**src/rtl/alu_arbiter.sv**
```systemverilog
// alu_arbiter: round-robin sharing of one combinational ALU between two requesters.
// Defining ALU_ARB_STATS_EN adds saturating per-requester grant counters.
module alu_arbiter #(
   parameter int DW       = 16,
   parameter int OPW      = 4,
   parameter bit RST_LAST = 1'b1
) (
   input  logic           clk,
   input  logic           rst,
   input  logic           req0_valid,
   output logic           req0_ready,
   input  logic [OPW-1:0] req0_op,
   input  logic [DW-1:0]  req0_a,
   input  logic [DW-1:0]  req0_b,
   input  logic           req1_valid,
   output logic           req1_ready,
   input  logic [OPW-1:0] req1_op,
   input  logic [DW-1:0]  req1_a,
   input  logic [DW-1:0]  req1_b,
   output logic [OPW-1:0] alu_s,
   output logic [DW-1:0]  alu_a,
   output logic [DW-1:0]  alu_b,
   input  logic [DW-1:0]  alu_out,
   output logic           rsp_valid,
   input  logic           rsp_ready,
   output logic           rsp_id,
   output logic [DW-1:0]  rsp_data,
   output logic           rsp_zero,
   output logic           rsp_neg
`ifdef ALU_ARB_STATS_EN
   ,
   output logic [15:0]    grant_cnt0,
   output logic [15:0]    grant_cnt1
`endif
);
   typedef enum logic [1:0] {IDLE, EXEC, RESP} state_t;
   state_t state;
   logic last_grant, gnt0, gnt1;
   always_comb begin
      gnt0 = req0_valid & (!req1_valid | last_grant);
      gnt1 = req1_valid & (!req0_valid | !last_grant);
   end
   assign req0_ready = (state == IDLE) & gnt0;
   assign req1_ready = (state == IDLE) & gnt1;
   // ALU inputs change only on a grant, so they stay quiet in EXEC and RESP
   always_ff @(posedge clk) begin
      if (rst) begin
         state      <= IDLE;
         last_grant <= RST_LAST;
         alu_s      <= '0;
         alu_a      <= '0;
         alu_b      <= '0;
         rsp_valid  <= 1'b0;
         rsp_id     <= 1'b0;
         rsp_data   <= '0;
         rsp_zero   <= 1'b1;
         rsp_neg    <= 1'b0;
      end else begin
         case (state)
            IDLE: if (gnt0 | gnt1) begin
               state      <= EXEC;
               last_grant <= gnt1;
               rsp_id     <= gnt1;
               alu_s      <= gnt1 ? req1_op : req0_op;
               alu_a      <= gnt1 ? req1_a : req0_a;
               alu_b      <= gnt1 ? req1_b : req0_b;
            end
            EXEC: begin
               state     <= RESP;
               rsp_valid <= 1'b1;
               rsp_data  <= alu_out;
               rsp_zero  <= alu_out == '0;
               rsp_neg   <= alu_out[DW-1];
            end
            RESP: if (rsp_ready) begin
               state     <= IDLE;
               rsp_valid <= 1'b0;
            end
            default: state <= IDLE;
         endcase
      end
   end
`ifdef ALU_ARB_STATS_EN
   always_ff @(posedge clk) begin
      if (rst) begin
         grant_cnt0 <= '0;
         grant_cnt1 <= '0;
      end else begin
         if (req0_ready && grant_cnt0 != 16'hFFFF) grant_cnt0 <= grant_cnt0 + 16'd1;
         if (req1_ready && grant_cnt1 != 16'hFFFF) grant_cnt1 <= grant_cnt1 + 16'd1;
      end
   end
`endif
endmodule
```
**config.mk**
```make
export PLATFORM = sky130hd
export DESIGN_NAME = alu_arbiter
export DESIGN_NICKNAME = d
export VERILOG_FILES = /design/src/rtl/alu_arbiter.sv
export SDC_FILE = /design/constraint.sdc
export NUM_CORES = 1
export LEC_CHECK = 0
export CORE_ASPECT_RATIO = 1.25
export CORE_MARGIN = 1.5
export CORE_UTILIZATION = 36
export CTS_BUF_LIST = sky130_fd_sc_hd__clkbuf_8
export CTS_CLUSTER_SIZE = 25
export DETAILED_ROUTE_END_ITERATION = 8
export PLACE_DENSITY = 0.79
export SLEW_MARGIN = 20
export SYNTH_ARGS = -nofsm -noshare
export SYNTH_HDL_FRONTEND = slang
export SYNTH_SLANG_ARGS = --single-unit
```
**constraint.sdc**
```tcl
create_clock -name clk -period 1.3 [get_ports clk]
set_input_delay 0.13 -clock clk [delete_from_list [all_inputs] [get_ports clk]]
set_output_delay 0.13 -clock clk [all_outputs]
set_load 0.05 [all_outputs]
```
==> summary.md <==
| Metric | Value |
|---|---|
| Status | `finished with violations` |
| Violated checks | `negative setup slack` |
| Vias in the first global route | `3393` |
| Die ar. | `7910 um^2` |
| Num ports | `between 150 and 200` |
| LEAKAGE | `2.34 nW` |
| Setup-failing EPs final | `49` |
| Highest clock rate | `657 MHz` |
| CORE AREA | `7060 um^2` |
| Worst Setup End Kind | `output pin` |
| CP startpoint | `state[1]$_SDFFE_PP0P_` |
| Share of cells above drive strength 1 | `0.438` |
| Post-synth top area share | `0.437` |
| Initial antenna violation count | `0` |
| Total CTS buffers | `9` |
| Cell count after synthesis | `310` |
| FF-to-FF End | `rsp_data[11]$_SDFFE_PP0P_` |
| Remaining antenna violation count | `0` |
| Number of synthesis warnings | `0` |
| Number of H-tree levels | `3` |
| CTS tree | `built` |
| CTS sink cnt | `between 50 and 60` |
| Post-CTS Hold Buffers | `0` |
| Primary FF master, synth | `dfxtp_1` |
| Largest net degree at the start of global routing | `25` |
| Hold Vio Cnt, Final | `0` |
| Post-synth net total | `just over 400` |
| DRT iter0 DRCs | `178` |
| Final Worst Setup Slack | `-0.222 ns` |
| Stages on the worst setup path | `3` |
| CP endpoint | `req0_ready` |
| Largest stage delay, worst path | `roughly 0.43 ns` |
| Final TNS setup | `-3.15 ns` |
| Seq/Total Area, Yosys | `0.437` |
| Residual DRC count | `0` |
| Top cells by area, synth | `dfxtp_1 (44%), a311oi_2 (16%), nand2_1 (15%)` |
| CTS clk-pin slew, worst paths | `0.07 ns` |
| Syn Area/Cell | `between 8 and 9 um^2` |
| Ys async rst share | `0` |
| CP Cell Sequence | `or3b_4 > nor2_4 > buf_12` |
| Worst Path Required | `1.17 ns` |
| PortBufs | `150` |
| R2R setup slack | `-0.17 ns` |
| WP buf/inv | `1` |
| Gr usage total | `0.275` |
| Cell family with most CP delay | `simple AND/OR/NAND/NOR gates` |
| Final net count | `574` |
| Drt pass-1 iters | `4` |
| Critical path's slowest cell | `or3b_4` |
| Diode count | `0` |
| Worst-Skew Late Latency | `around 0.34 ns` |
| Die Height | `99.1 um` |
| Skew final | `approximately 0.0094 ns` |
| Final HPWL DP | `6.88 mm` |
| Worst Path Arrival | `1.39 ns` |
| Synth area leader | `dfxtp_1` |
| Netlist cell types | `26` |
| Max VDD drop | `0.000775 V` |
| Worst Path Max Fanout | `3` |
| Final Wtd Congestion | `around 0.79` |
| Fill cell total of the finished layout | `391` |
| Clock root cell | `clkbuf_8` |
| Relative slew slack | `0.755` |
| Synth Cell Area | `2660 um^2` |
| Final global-route overflow total | `0` |
| Hold crit path type | `in -> reg` |
| Area grow syn2layout | `117%` |
| Final Max Tran Viols | `0` |
| Unrepaired setup endpoints after global routing | `true` |
| Critical path type | `reg -> out` |
| Final Hold Slack | `roughly 0.056 ns` |
| Post-route clock period utilization | `1.17` |
| Max-Cap Viols | `0` |
| Number of cells on the worst reg-to-reg path | `8` |
| Total number of vias | `around 3.1k` |
| Reg-to-Reg Start | `state[0]$_SDFFE_PP0P_` |
| Worst-case clock buffer depth | `2` |
| Avg WL per Cell | `around 21 um` |
| Vias per cell | `5.44` |
| Worst-Margin Slew | `between 0.3 and 0.4 ns` |
| #FFs+latches synth | `58` |
| Fin util | `0.818` |
| First-pass GRT wire length | `between 15 and 20 mm` |
| CP startpoint kind | `register` |
| EDFF count, synth | `0` |
| Pwr Density | `1200 nW/um^2` |
| WL final | `between 10 and 15 mm` |
| Site row count | `34` |
| Horiz. Die Dim | `~80 um` |
| Non-filler cells, final | `576` |
| Starting Density | `0.377` |
| Inst Count DP | `~540` |
| HP Start | `rst` |
| Tmin final | `~1.5 ns` |
==> repair_timing <==
item / in CTS / in global routing
cloned: 4 / 1
endpoints found under the setup margin: 40 / 58
resized for setup: 38 / 84
setup buffers: 12 / 7
pin swaps: 24 / 59
==> cells in the final DEF (no fill, tap or decap), drive strengths merged <==
| cell | instances |
|---|---|
| dlymetal6s2s | 1 |
| buf | 98 |
| nand2b | 1 |
| clkbuf | 11 |
| nor2b | 3 |
| o21ai | 1 |
| a21bo | 1 |
| o41ai | 1 |
| bufinv | 1 |
| clkinv | 1 |
| nor3 | 3 |
| dlygate4sd2 | 1 |
| or2 | 1 |
| a21oi | 53 |
| clkdlybuf4s50 | 89 |
| nor4 | 3 |
| nand2 | 104 |
| inv | 2 |
| a221o | 1 |
| a211oi | 1 |
| clkinvlp | 2 |
| and2 | 2 |
| nor2 | 8 |
| a22oi | 1 |
| a311oi | 36 |
| a21boi | 1 |
| dfxtp | 58 |
| or3b | 1 |
==> final cells by class <==
| cell class | instances | area [um^2] | area share |
|---|---|---|---|
| Inverter | 1 | 3.75 | 0.000650 |
| Multi-Input combinational cell | 222 | 1730 | 0.299 |
| Sequential cell | 58 | 1170 | 0.202 |
| Clock inverter | 5 | 53.8 | 0.00932 |
| Timing Repair Buffer | 189 | 2560 | 0.443 |
| Tap cell | 90 | 113 | 0.0195 |
| Clock buffer | 11 | 151 | 0.0262 |
==> cell usage after synthesis (3+ instances only) <==
master / instances
nand2_1: 104
buf_2: 12
buf_6: 5
clkbuf_1: 11
nor4_1: 3
nor3_1: 3
a311oi_1: 7
nor2b_1: 3
nor2_1: 8
dfxtp_1: 58
a21oi_1: 53
a311oi_2: 29
==> sequential cells by signal, indices dropped and copies added (netlist names), 2 cells and up <==
name	count
alu_s	4
rsp_data	16
alu_a	16
alu_b	16
state	2
==> metrics by stage <==
stage	power, mW	area (um^2)	setup WS, ns
floorplan	3.46	2690	-0.0593
detailed placement	4.80	4890	-0.492
global placement	4.74	4890	-0.428
global route	7.20	5780	-0.243
finish	6.96	5780	-0.222
CTS	6.73	5450	-0.196
==> where the power goes <==
part / internal (mW) / leakage, nW / switching, mW
Clock: 0.980 / 0.103 / 0.777
Combinational: 1.48 / 1.76 / 1.53
Sequential: 1.97 / 0.480 / 0.218
==> worst reg2reg max path, stage by stage, from the launching register on <==
cell     delay, ns
dfxtp_2       0.37
buf_6         0.12
buf_6         0.10
buf_6         0.10
nor2b_4       0.19
buf_8         0.18
buf_4         0.14
nand2_4       0.05
a21oi_2       0.15
==> worst min-delay path by stage <==
stage,end,slack [ns],depth (start not counted)
2_1_floorplan,rsp_zero$_SDFFE_PP1P_,0.23,1
3_3_place_gp,state[0]$_SDFFE_PP0P_,0.39,2
3_5_place_dp,state[0]$_SDFFE_PP0P_,0.40,2
4_1_cts,state[0]$_SDFFE_PP0P_,0.03,2
5_1_grt,rsp_id$_SDFFE_PP0P_,0.05,2
6_report,rsp_id$_SDFFE_PP0P_,0.06,2
==> metal layers <==
metal,routed length [um],vias to the layer above,GRT usage
met4,418,0,0.125
met3,819,31,0.0944
met1,4240,1511,0.269
li1,-,1441,-
met5,0,-,0
met2,6510,149,0.512
==> kinds of logic after synthesis <==
kind of cell	Yosys count	share of synthesized area
compound gates	96	0.309
buf+inv	31	0.0649
flops	58	0.437
simple gates	125	0.189
(Power assumes the default switching activity.)
==> variant (same settings) <==
`OPW`: 4 -> 8.
--- a/src/rtl/alu_arbiter.sv
+++ b/src/rtl/alu_arbiter.sv
@@ -2,7 +2,7 @@
 // Defining ALU_ARB_STATS_EN adds saturating per-requester grant counters.
 module alu_arbiter #(
    parameter int DW       = 16,
-   parameter int OPW      = 4,
+   parameter int OPW      = 8,
    parameter bit RST_LAST = 1'b1
 ) (
    input  logic           clk,
Ports: changed (resized alu_s, req0_op and req1_op); port bits go from 151 to 163. The function was not compared with the original's and may differ.
==> variant against the unedited design <==
- the run still ends with setup timing left
- register-to-register slack better by 0.07 ns
- final area up 2.6%
- setup slack worse by 0.0067 ns
- via count up 4.5%
- clock skew about the same
- utilization down 5.7 points
- sequential cell count up 4
- area after synthesis up 9.0%
- sequential power up 7%
- total power up 6.9%
- routed wire length down 11%
- die area up 8.7%
- cell count up 6.6%
==> variant: results (changes against the unedited design) <==
| Metric | Value |
|---|---|
| Status | finished with violations |
| Failing checks | setup timing |
| DP Cell Count | 580 (+7.6%) |
| Post-Syn Nets | 436 (+8.2%) |
| Placed wire-length estimate | 6970 um (+1.3%) |
| Avg Cell Area, Syn | 8.65 um2 (+0.90%) |
| Setup crit start | last_grant |
| Seq/Total Area, Yosys | 0.428 (-0.00857) |
| Detailed-route wire length per cell | 17.4 um (-16%) |
| Number of global-route vias before repair | 3,118 (-8.1%) |
| Pre-CTS WS | -0.379 ns (+0.113 ns) |
| Metal2 WL | 5900 um (-9.4%) |
| Async S/R FF share, synth | 0 (unchanged) |
| WL final | 10,700 um (-11%) |
| Max IR drop VDD | 0.932 mV (+20%) |
| Skew final | 0.00938 ns (-0.0000146 ns) |
| FF-to-FF End | alu_b[13] |
| Port Buf Inserts | 162 (+8.0%) |
| Synth unique cells | 28 (+7.7%) |
| CTS buffer count | 9 (unchanged) |
| R2R cell count | 5 (-3) |
| Leak | 2.31 nW (-1.5%) |
| DRT iter0 DRCs | 128 (-28%) |
| Rel. slew slack | 0.796 (+0.0408) |
| Switch share | 0.337 (-0.0261) |
| Routability Congestion | 0.785 (-1.0%) |
| Metal3 WL | 618 um (-25%) |
| Setup crit end kind | output pin |
| CTS Buffer Depth | 2 (unchanged) |
| Worst-path fanout max | 3 (unchanged) |
| Final setup vio count | 44 (-10%) |
| Metal-1 WL | 3880 um (-8.6%) |
| Fill cells | 494 (+26%) |
| Pin count of the biggest net entering global routing | 30 (+20%) |
| Largest stage delay, worst path | 0.35 ns (-0.08 ns) |
| Final Worst Setup Slack | -0.229 ns (-0.00672 ns) |
| First-pass GRT wire length | 14,900 um (-9.7%) |
| Clk_lat worst skew | 0.34 ns (about the same) |
| Total number of vias | 3,273 (+4.5%) |
| Nets | 615 (+7.1%) |
| GRT Overall Usage | 0.217 (-0.0586) |
| CP endpoint | req1_ready |
| Final cell utilization of the core | 0.760 (-0.0574) |
| Slowest CP cell | dfxtp_4 |
| Synth top area cells | dfxtp_1, a311oi_2, nand2_1 |
| Layout cells sized above 1 | 0.328 (-0.111) |
| Reg-to-reg slack, setup | -0.10 ns (+0.07 ns) |
| Post-synth top cells | nand2_1, dfxtp_1, a21oi_1, a311oi_2, clkbuf_1 |
| Post-DP Area | 0.00536 mm2 (+9.4%) |
variant: cell count changes after synthesis, moves of 4 or more:
cell	before	now
nand2_1	104	112
a21oi_1	53	57
buf_2	12	6
a311oi_1	7	1
dfxtp_1	58	62
clkbuf_1	11	21
a311oi_2	29	39
variant: logic make-up (layout without fill, tap and decap cells):
kind of cell,count (synthesis),count (layout),synth area share
buffers and inverters,36,220,0.0639
AO/OA/AOI/OAI,104,104,0.324
AND/OR/NAND/NOR,133,133,0.184
flip-flops,62,62,0.428
variant: worst min path at each step:
stage	slack (ns)	end	cells after the start
2_1_floorplan	0.23	rsp_zero	1
3_5_place_dp	0.45	rsp_data[5]	2
4_1_cts	0.09	rsp_data[5]	2
5_1_grt	0.11	rsp_data[5]	2
3_3_place_gp	0.45	rsp_data[5]	2
6_report	0.10	rsp_data[5]	2
variant: per-layer routing:
layer	vias up	track usage
li1	1544	-
met1	1547	0.243
met2	156	0.398
met3	26	0.0452
met4	0	0.104
met5	-	0
variant: critical path: cells and delay by family, from the launching register on:
kind / cells / cell delay, ns
buffers and inverters: 2 / 0.28
AND/OR/NAND/NOR: 1 / 0.20
AO/OA/AOI/OAI: 1 / 0.22
flip-flops: 1 / 0.35
variant: what timing repair did:
action	CTS	global route
hold buffers	0	0
pin swaps	3	4
cloned	1	9
endpoints found under the setup margin	12	31
buffers inserted	2	6
resized for setup	5	21
variant: final cells by class:
type,instances,area share
repair buffers,203,0.471
multi-input cells,237,0.258
flip-flops and latches,62,0.211
clock buffers,12,0.0279
well taps,95,0.0201
clock inverters,4,0.0116
inverters,1,0.000633
variant: metrics by stage:
| step | power, W | TNS (ns) |
|---|---|---|
| after floorplan | 0.00374 | -0.000976 |
| after global placement | 0.00517 | -12.88 |
| after detailed placement | 0.00523 | -14.79 |
| after CTS | 0.00723 | -1.41 |
| after global routing | 0.00770 | -6.51 |
| final | 0.00744 | -3.18 |
variant: power groups by stage:
stage	Combinational [W]	Sequential, W	Clock [W]
after global routing	0.00324	0.00236	0.00210
after global placement	0.00280	0.00237	0
final	0.00311	0.00234	0.00198
after CTS	0.00289	0.00234	0.00200
after detailed placement	0.00285	0.00238	0
after floorplan	0.000805	0.00294	0
